`config.mk`:
```
export PLATFORM = sky130hd
export DESIGN_NAME = pixel_serial_tx_flat
export DESIGN_NICKNAME = d
export VERILOG_FILES = /design/src/rtl/pixel_serial_tx_if.sv /design/src/rtl/pixel_serial_tx.sv /design/src/flat_wrapper.sv
export SDC_FILE = /design/constraint.sdc
export NUM_CORES = 1
export LEC_CHECK = 0
export CORE_MARGIN = 10
export CORE_UTILIZATION = 51
export DETAILED_ROUTE_END_ITERATION = 8
export GPL_TIMING_DRIVEN = 0
export MAX_ROUTING_LAYER = met4
export PLACE_DENSITY = 0.71
export SLEW_MARGIN = 25
export SYNTH_ARGS = -nofsm -noshare
export SYNTH_HDL_FRONTEND = slang
export SYNTH_SLANG_ARGS = --single-unit
```
`constraint.sdc`:
```
create_clock -name CLK -period 2.7 [get_ports CLK]
set_input_delay 0.27 -clock CLK [delete_from_list [all_inputs] [get_ports CLK]]
set_output_delay 0.27 -clock CLK [all_outputs]
set_load 0.1 [all_outputs]
```
`src/rtl/pixel_serial_tx_if.sv`:
```
// Pixel input bus for the serial transmitter: DATA_W-bit pixel plus valid/ready.
// Handshake: a word transfers on any rising CLK edge where IN_VALID && IN_READY;
// the master holds IN_DATA stable while IN_VALID is high and not yet accepted.
interface pixel_serial_tx_if #(
  parameter int DATA_W = 8
);
  logic [DATA_W-1:0] IN_DATA;
  logic              IN_VALID;
  logic              IN_READY;

  modport master (output IN_DATA, output IN_VALID, input IN_READY);
  modport slave  (input IN_DATA, input IN_VALID, output IN_READY);
endinterface

```
`src/rtl/pixel_serial_tx.sv`:
```
// Serial pixel link transmitter: small FIFO feeding a start/data/[parity]/stop framer.
// Optional even parity bit is enabled by defining PIXEL_TX_PARITY_EN.
module pixel_serial_tx #(
  parameter int DATA_W     = 8,
  parameter int FIFO_DEPTH = 4,
  parameter int CLK_DIV    = 4
) (
  input  logic                          CLK,
  input  logic                          RESETB,
  pixel_serial_tx_if.slave              bus,
  output logic                          TX_SER,
  output logic                          TX_BUSY,
  output logic [$clog2(FIFO_DEPTH):0]   FIFO_COUNT,
  output logic [2:0]                    DBG_STATE
);
  localparam int PTR_W = $clog2(FIFO_DEPTH);
  localparam int CNT_W = PTR_W + 1;
  localparam int TMR_W = $clog2(CLK_DIV);
  localparam int IDX_W = (DATA_W > 1) ? $clog2(DATA_W) : 1;

  localparam logic [TMR_W-1:0] TMR_LAST = TMR_W'(CLK_DIV - 1);
  localparam logic [IDX_W-1:0] IDX_LAST = IDX_W'(DATA_W - 1);
  localparam logic [CNT_W-1:0] CNT_FULL = CNT_W'(FIFO_DEPTH);

  typedef enum logic [2:0] {
    IDLE  = 3'd0,
    START = 3'd1,
    DATA  = 3'd2,
`ifdef PIXEL_TX_PARITY_EN
    PARITY = 3'd3,
`endif
    STOP  = 3'd4
  } state_t;

  state_t            state_q;
  logic [TMR_W-1:0]  timer_q;
  logic [IDX_W-1:0]  bit_idx_q;
  logic [DATA_W-1:0] shift_q;
  logic              tx_ser_q;
  logic              tx_busy_q;
`ifdef PIXEL_TX_PARITY_EN
  logic              parity_q;
`endif

  logic [DATA_W-1:0] mem_q [FIFO_DEPTH];
  logic [PTR_W-1:0]  wr_ptr_q, rd_ptr_q;
  logic [CNT_W-1:0]  count_q, count_d;
  logic [DATA_W-1:0] head;
  logic              push, pop, bit_end;

  assign bus.IN_READY = (count_q != CNT_FULL);
  assign push         = bus.IN_VALID && bus.IN_READY;
  assign bit_end      = (timer_q == TMR_LAST);
  assign head         = mem_q[rd_ptr_q];
  // Pop only from IDLE or on the final STOP cycle, so back-to-back frames have no gap.
  assign pop          = (count_q != '0) && ((state_q == IDLE) || ((state_q == STOP) && bit_end));

  always_comb begin
    count_d = count_q;
    case ({push, pop})
      2'b10:   count_d = count_q + CNT_W'(1);
      2'b01:   count_d = count_q - CNT_W'(1);
      default: count_d = count_q;
    endcase
  end

  always_ff @(posedge CLK) begin
    if (push) mem_q[wr_ptr_q] <= bus.IN_DATA;
  end

  always_ff @(posedge CLK or posedge RESETB) begin
    if (RESETB) begin
      wr_ptr_q <= '0;
      rd_ptr_q <= '0;
      count_q  <= '0;
    end else begin
      if (push) wr_ptr_q <= wr_ptr_q + PTR_W'(1);
      if (pop)  rd_ptr_q <= rd_ptr_q + PTR_W'(1);
      count_q <= count_d;
    end
  end

  always_ff @(posedge CLK or posedge RESETB) begin
    if (RESETB) begin
      state_q   <= IDLE;
      timer_q   <= '0;
      bit_idx_q <= '0;
      shift_q   <= '0;
      tx_ser_q  <= 1'b1;
      tx_busy_q <= 1'b0;
`ifdef PIXEL_TX_PARITY_EN
      parity_q  <= 1'b0;
`endif
    end else if (pop) begin
      state_q   <= START;
      timer_q   <= '0;
      shift_q   <= head;
      tx_ser_q  <= 1'b0;
      tx_busy_q <= 1'b1;
`ifdef PIXEL_TX_PARITY_EN
      parity_q  <= ^head;
`endif
    end else begin
      case (state_q)
        IDLE: begin
          timer_q   <= '0;
          tx_ser_q  <= 1'b1;
          tx_busy_q <= 1'b0;
        end
        START: begin
          if (bit_end) begin
            state_q   <= DATA;
            timer_q   <= '0;
            bit_idx_q <= '0;
            tx_ser_q  <= shift_q[0];
          end else begin
            timer_q <= timer_q + TMR_W'(1);
          end
        end
        DATA: begin
          if (bit_end) begin
            timer_q <= '0;
            if (bit_idx_q == IDX_LAST) begin
`ifdef PIXEL_TX_PARITY_EN
              state_q  <= PARITY;
              tx_ser_q <= parity_q;
`else
              state_q  <= STOP;
              tx_ser_q <= 1'b1;
`endif
            end else begin
              bit_idx_q <= bit_idx_q + IDX_W'(1);
              shift_q   <= shift_q >> 1;
              tx_ser_q  <= shift_q[1];
            end
          end else begin
            timer_q <= timer_q + TMR_W'(1);
          end
        end
`ifdef PIXEL_TX_PARITY_EN
        PARITY: begin
          if (bit_end) begin
            state_q  <= STOP;
            timer_q  <= '0;
            tx_ser_q <= 1'b1;
          end else begin
            timer_q <= timer_q + TMR_W'(1);
          end
        end
`endif
        STOP: begin
          if (bit_end) begin
            state_q   <= IDLE;
            timer_q   <= '0;
            tx_ser_q  <= 1'b1;
            tx_busy_q <= 1'b0;
          end else begin
            timer_q <= timer_q + TMR_W'(1);
          end
        end
        default: begin
          state_q   <= IDLE;
          timer_q   <= '0;
          tx_ser_q  <= 1'b1;
          tx_busy_q <= 1'b0;
        end
      endcase
    end
  end

  assign TX_SER     = tx_ser_q;
  assign TX_BUSY    = tx_busy_q;
  assign FIFO_COUNT = count_q;
  assign DBG_STATE  = state_q;
endmodule

```
`src/flat_wrapper.sv`:
```
// flat-port wrapper written by rule: the top's interface ports become plain ports
module pixel_serial_tx_flat 
#(
  parameter int DATA_W     = 8,
  parameter int FIFO_DEPTH = 4,
  parameter int CLK_DIV    = 4
)
  (CLK, RESETB, TX_SER, TX_BUSY, FIFO_COUNT, DBG_STATE, bus_IN_DATA, bus_IN_VALID, bus_IN_READY);
  pixel_serial_tx_if #(.DATA_W(DATA_W)) bus_i ();
  input  logic CLK;
  input  logic RESETB;
  output logic TX_SER;
  output logic TX_BUSY;
  output logic [$clog2(FIFO_DEPTH):0] FIFO_COUNT;
  output logic [2:0] DBG_STATE;
  input wire logic [$bits(bus_i.IN_DATA)-1:0] bus_IN_DATA;
  input wire logic [$bits(bus_i.IN_VALID)-1:0] bus_IN_VALID;
  output wire logic [$bits(bus_i.IN_READY)-1:0] bus_IN_READY;
  assign bus_i.IN_DATA = bus_IN_DATA;
  assign bus_i.IN_VALID = bus_IN_VALID;
  assign bus_IN_READY = bus_i.IN_READY;
  pixel_serial_tx #(.DATA_W(DATA_W), .FIFO_DEPTH(FIFO_DEPTH), .CLK_DIV(CLK_DIV)) u_core (.CLK(CLK), .RESETB(RESETB), .bus(bus_i), .TX_SER(TX_SER), .TX_BUSY(TX_BUSY), .FIFO_COUNT(FIFO_COUNT), .DBG_STATE(DBG_STATE));
endmodule
```
==> results.md <==
- Via density: 5.23
- Sequential area share after synthesis: 63.0%
- Layout Nets: 223
- Post-route antenna net violation count: 0
- Largest family of logic cells by synthesized area: multiplexers
- Syn Inst Count: 173
- Post-Synth XOR/XNOR Area: 2.43%
- DRC viols: 0
- Wire length per cell: 15.9 um
- DP Worst Slack: 0.121 ns
- Layout cell share with drive strength beyond 1: 21.6%
- Maximum clock rate: 397 MHz
- Final core utilization: 63.8%
- Setup TNS: 0 ns
- Post-Route WL: 4370 um
- Placed inst area: 0.00281 mm^2
- Slew Limit Fails: 0
- Worst EP arrival: around 2.8 ns
- Yosys reg bits: 57
- CTS tree: built
- P_leak: 1.15 nW
- H-tree lvl count: 3
- Area growth syn-to-layout: 20.4%
- Worst skew pair latency: 0.33 ns
- Clk slew on worst S/H paths: 0.07 ns
- CTS root buffer: clkbuf_8
- MaxCap Viol Count: 0
- Cts repair resizes: 0
- Adder-Cell Fraction of Synth Area: 4.77%
- Initial antenna violation count: 0
- Hold Violations, Final: 0
- Clk sinks: between 50 and 60
- GRT Residual Overflow: 0
- Final WS setup: 0.182 ns
- First-pass GRT wire length: 7650 um
- Post-CTS setup buffer count: 0
- Area leader, netlist: edfxtp_1
- Power Total: 3.69 mW
- Die Wd: 90.3 um
- Worst Hold Class: in2async
- Initial DRC count: between 90 and 100
- RD Place Congestion: 0.799
- Critical path fanouts, max: 10
- Max clock buf depth: 2
- RR Endpoint: u_core.FIFO_COUNT[2]$_DFFE_PP0P_
- Core area: around 0.0048 mm^2
- Synth Area in Compound Gates: 5.06%
- CP Class: reg2reg
- Syn Nets: between 150 and 200
- Final Instance Area: 0.00303 mm^2
- Num CTS Buffers: 9
- CP endpoint kind: flop
- Worst flop-to-flop path startpoint: u_core.timer_q[0]$_DFF_PP0_
- Pwr dens: 1220 mW/mm^2
- Site Rows: 25
- Pre-Repair DR Iteration Count: 4
- Warnings from Yosys: 0
- Simple-gate portion of the synthesized area: 9.98%
- Clk_skew: 0.00843 ns
- Slew headroom: 34.8%
- Dpl hpwl: 3100 um
- Status: complete, no violations
- Req. time, crit path: slightly below 3 ns
- Post-route clock period utilization: 93.2%
- Worst slew pin tran: 0.975 ns
- Clock period minus final worst setup slack: between 2 and 3 ns
- # diodes: 0
- DR vias: 1438
- Share of the synthesized area in the top cell type: 38.1%
- # hold bufs at CTS: 0
- Vias in the first global route: 1577
- Most frequent cells in the layout: 32 x edfxtp_1, 20 x dfrtp_1, 19 x clkdlybuf4s50_1, 14 x nand2_1, 10 x nor2_1
- GR Util All Layers: approximately an eighth
- Synth area leaders: edfxtp_1 38%, dfrtp_1 24%, mux4_2 7.1%
- Synth unique cells: 40
- Post-synthesis cell area: around 0.0025 mm^2
- Commonest non-fill, non-tap cell in the layout: edfxtp_1
- Die area: 0.00815 mm^2
- Synthesized area per cell: 14.6 um^2
- Initial Util: approximately 53%
- Worst setup SP type: flop
- Worst reg2reg path depth: 11
- I/O Buffers: 19
- FF-to-FF setup slack: 0.18 ns
- RSZ-0062 raised after global routing: no
- Count of final setup violators: 0
- VDD IR-drop max: ~0.67 mV
- Number of I/O pins: 20
- Die span in y: 90.3 um
- Mux share of post-synthesis cell area: 11.6%
- Largest net degree at the start of global routing: 26
==> worst max-delay path by stage <==
stage | start | endpoint
3_5_place_dp | u_core.timer_q[0]$_DFF_PP0_ | u_core.FIFO_COUNT[2]$_DFFE_PP0P_
5_1_grt | u_core.timer_q[0]$_DFF_PP0_ | u_core.FIFO_COUNT[2]$_DFFE_PP0P_
3_3_place_gp | u_core.timer_q[0]$_DFF_PP0_ | u_core.FIFO_COUNT[2]$_DFFE_PP0P_
4_1_cts | u_core.timer_q[0]$_DFF_PP0_ | u_core.FIFO_COUNT[2]$_DFFE_PP0P_
2_1_floorplan | u_core.DBG_STATE[0]$_DFFE_PP0P_ | u_core.FIFO_COUNT[2]$_DFFE_PP0P_
6_report | u_core.timer_q[0]$_DFF_PP0_ | u_core.FIFO_COUNT[2]$_DFFE_PP0P_
==> final cells by class <==
cell class | instances | area, um^2
fillers | 372 | 1720
flip-flops and latches | 57 | 1590
multi-input cells | 102 | 878
repair buffers | 19 | 190
clock buffers | 10 | 128
well taps | 67 | 83.8
clock inverters | 6 | 82.6
plain buffers | 8 | 56.3
inverters | 6 | 22.5
==> cell usage after synthesis <==
master	n
nand3_1	1
a2111oi_0	1
fa_1	1
a22o_1	1
mux2i_1	9
a21oi_1	5
o21ai_1	7
dfstp_2	1
and2b_1	1
nor2_1	10
nor3b_1	1
xnor2_1	3
nor4_1	1
ha_1	8
buf_6	2
and2_1	1
and3_1	4
xor2_1	4
o31a_1	1
nand2b_1	4
buf_4	2
o21ai_2	1
o22ai_1	1
buf_2	3
nor3_2	1
edfxtp_1	32
mux2_2	2
nor4_4	1
nor3b_2	1
nor4b_1	1
nor3_1	2
and2b_4	1
a31oi_1	1
nor2b_1	1
o21ai_0	4
dfrtp_1	24
buf_1	1
nand2_1	14
inv_1	6
mux4_2	8
==> power by group <==
group | total, mW | switching, mW | internal, mW
combinational | 1.47 | 0.920 | 0.551
clock | 0.840 | 0.325 | 0.514
sequential | 1.38 | 0.161 | 1.22
total | 3.69 | 1.41 | 2.29
==> routing by layer <==
metal,GRT usage (%),vias to the layer above,wire length (um)
li1,-,691,-
met4,4.64,0,4
met2,18.5,29,2280
met3,4.57,3,152
met1,14.1,715,1930
met5,-,-,0
==> sequential cells by signal (all words and copies together) (netlist names) <==
| signal | cells |
|---|---|
| u_core.TX_BUSY | 1 |
| u_core.mem_q | 32 |
| u_core.rd_ptr_q | 2 |
| u_core.TX_SER | 1 |
| u_core.timer_q | 2 |
| u_core.shift_q | 8 |
| u_core.DBG_STATE | 3 |
| u_core.wr_ptr_q | 2 |
| u_core.bit_idx_q | 3 |
| u_core.FIFO_COUNT | 3 |
==> per-stage QoR <==
| step | cells | hold slack (ns) |
|---|---|---|
| 2_1_floorplan | 173 | 0.296 |
| 3_3_place_gp | 259 | 0.423 |
| 3_5_place_dp | 259 | 0.441 |
| 4_1_cts | 275 | 0.451 |
| 5_1_grt | 275 | 0.346 |
| 6_report | 275 | 0.301 |
==> critical path: stages (launching register included) <==
cell	delay, ns
dfrtp_1	0.40
ha_4	0.19
and2b_4	0.21
nor4_4	0.19
buf_6	0.19
buf_6	0.15
ha_1	0.21
inv_1	0.07
fa_1	0.38
xor2_1	0.15
nor2_1	0.12
xor2_1	0.17
==> logic make-up (layout without fill, tap and decap cells) <==
| family | count (synthesis) | in the layout |
|---|---|---|
| compound gates | 22 | 22 |
| mux | 19 | 19 |
| xor+xnor | 7 | 7 |
| simple gates | 45 | 45 |
| buf+inv | 14 | 49 |
| fa+ha+maj | 9 | 9 |
| flops | 57 | 57 |
(Power assumes the default switching activity.)
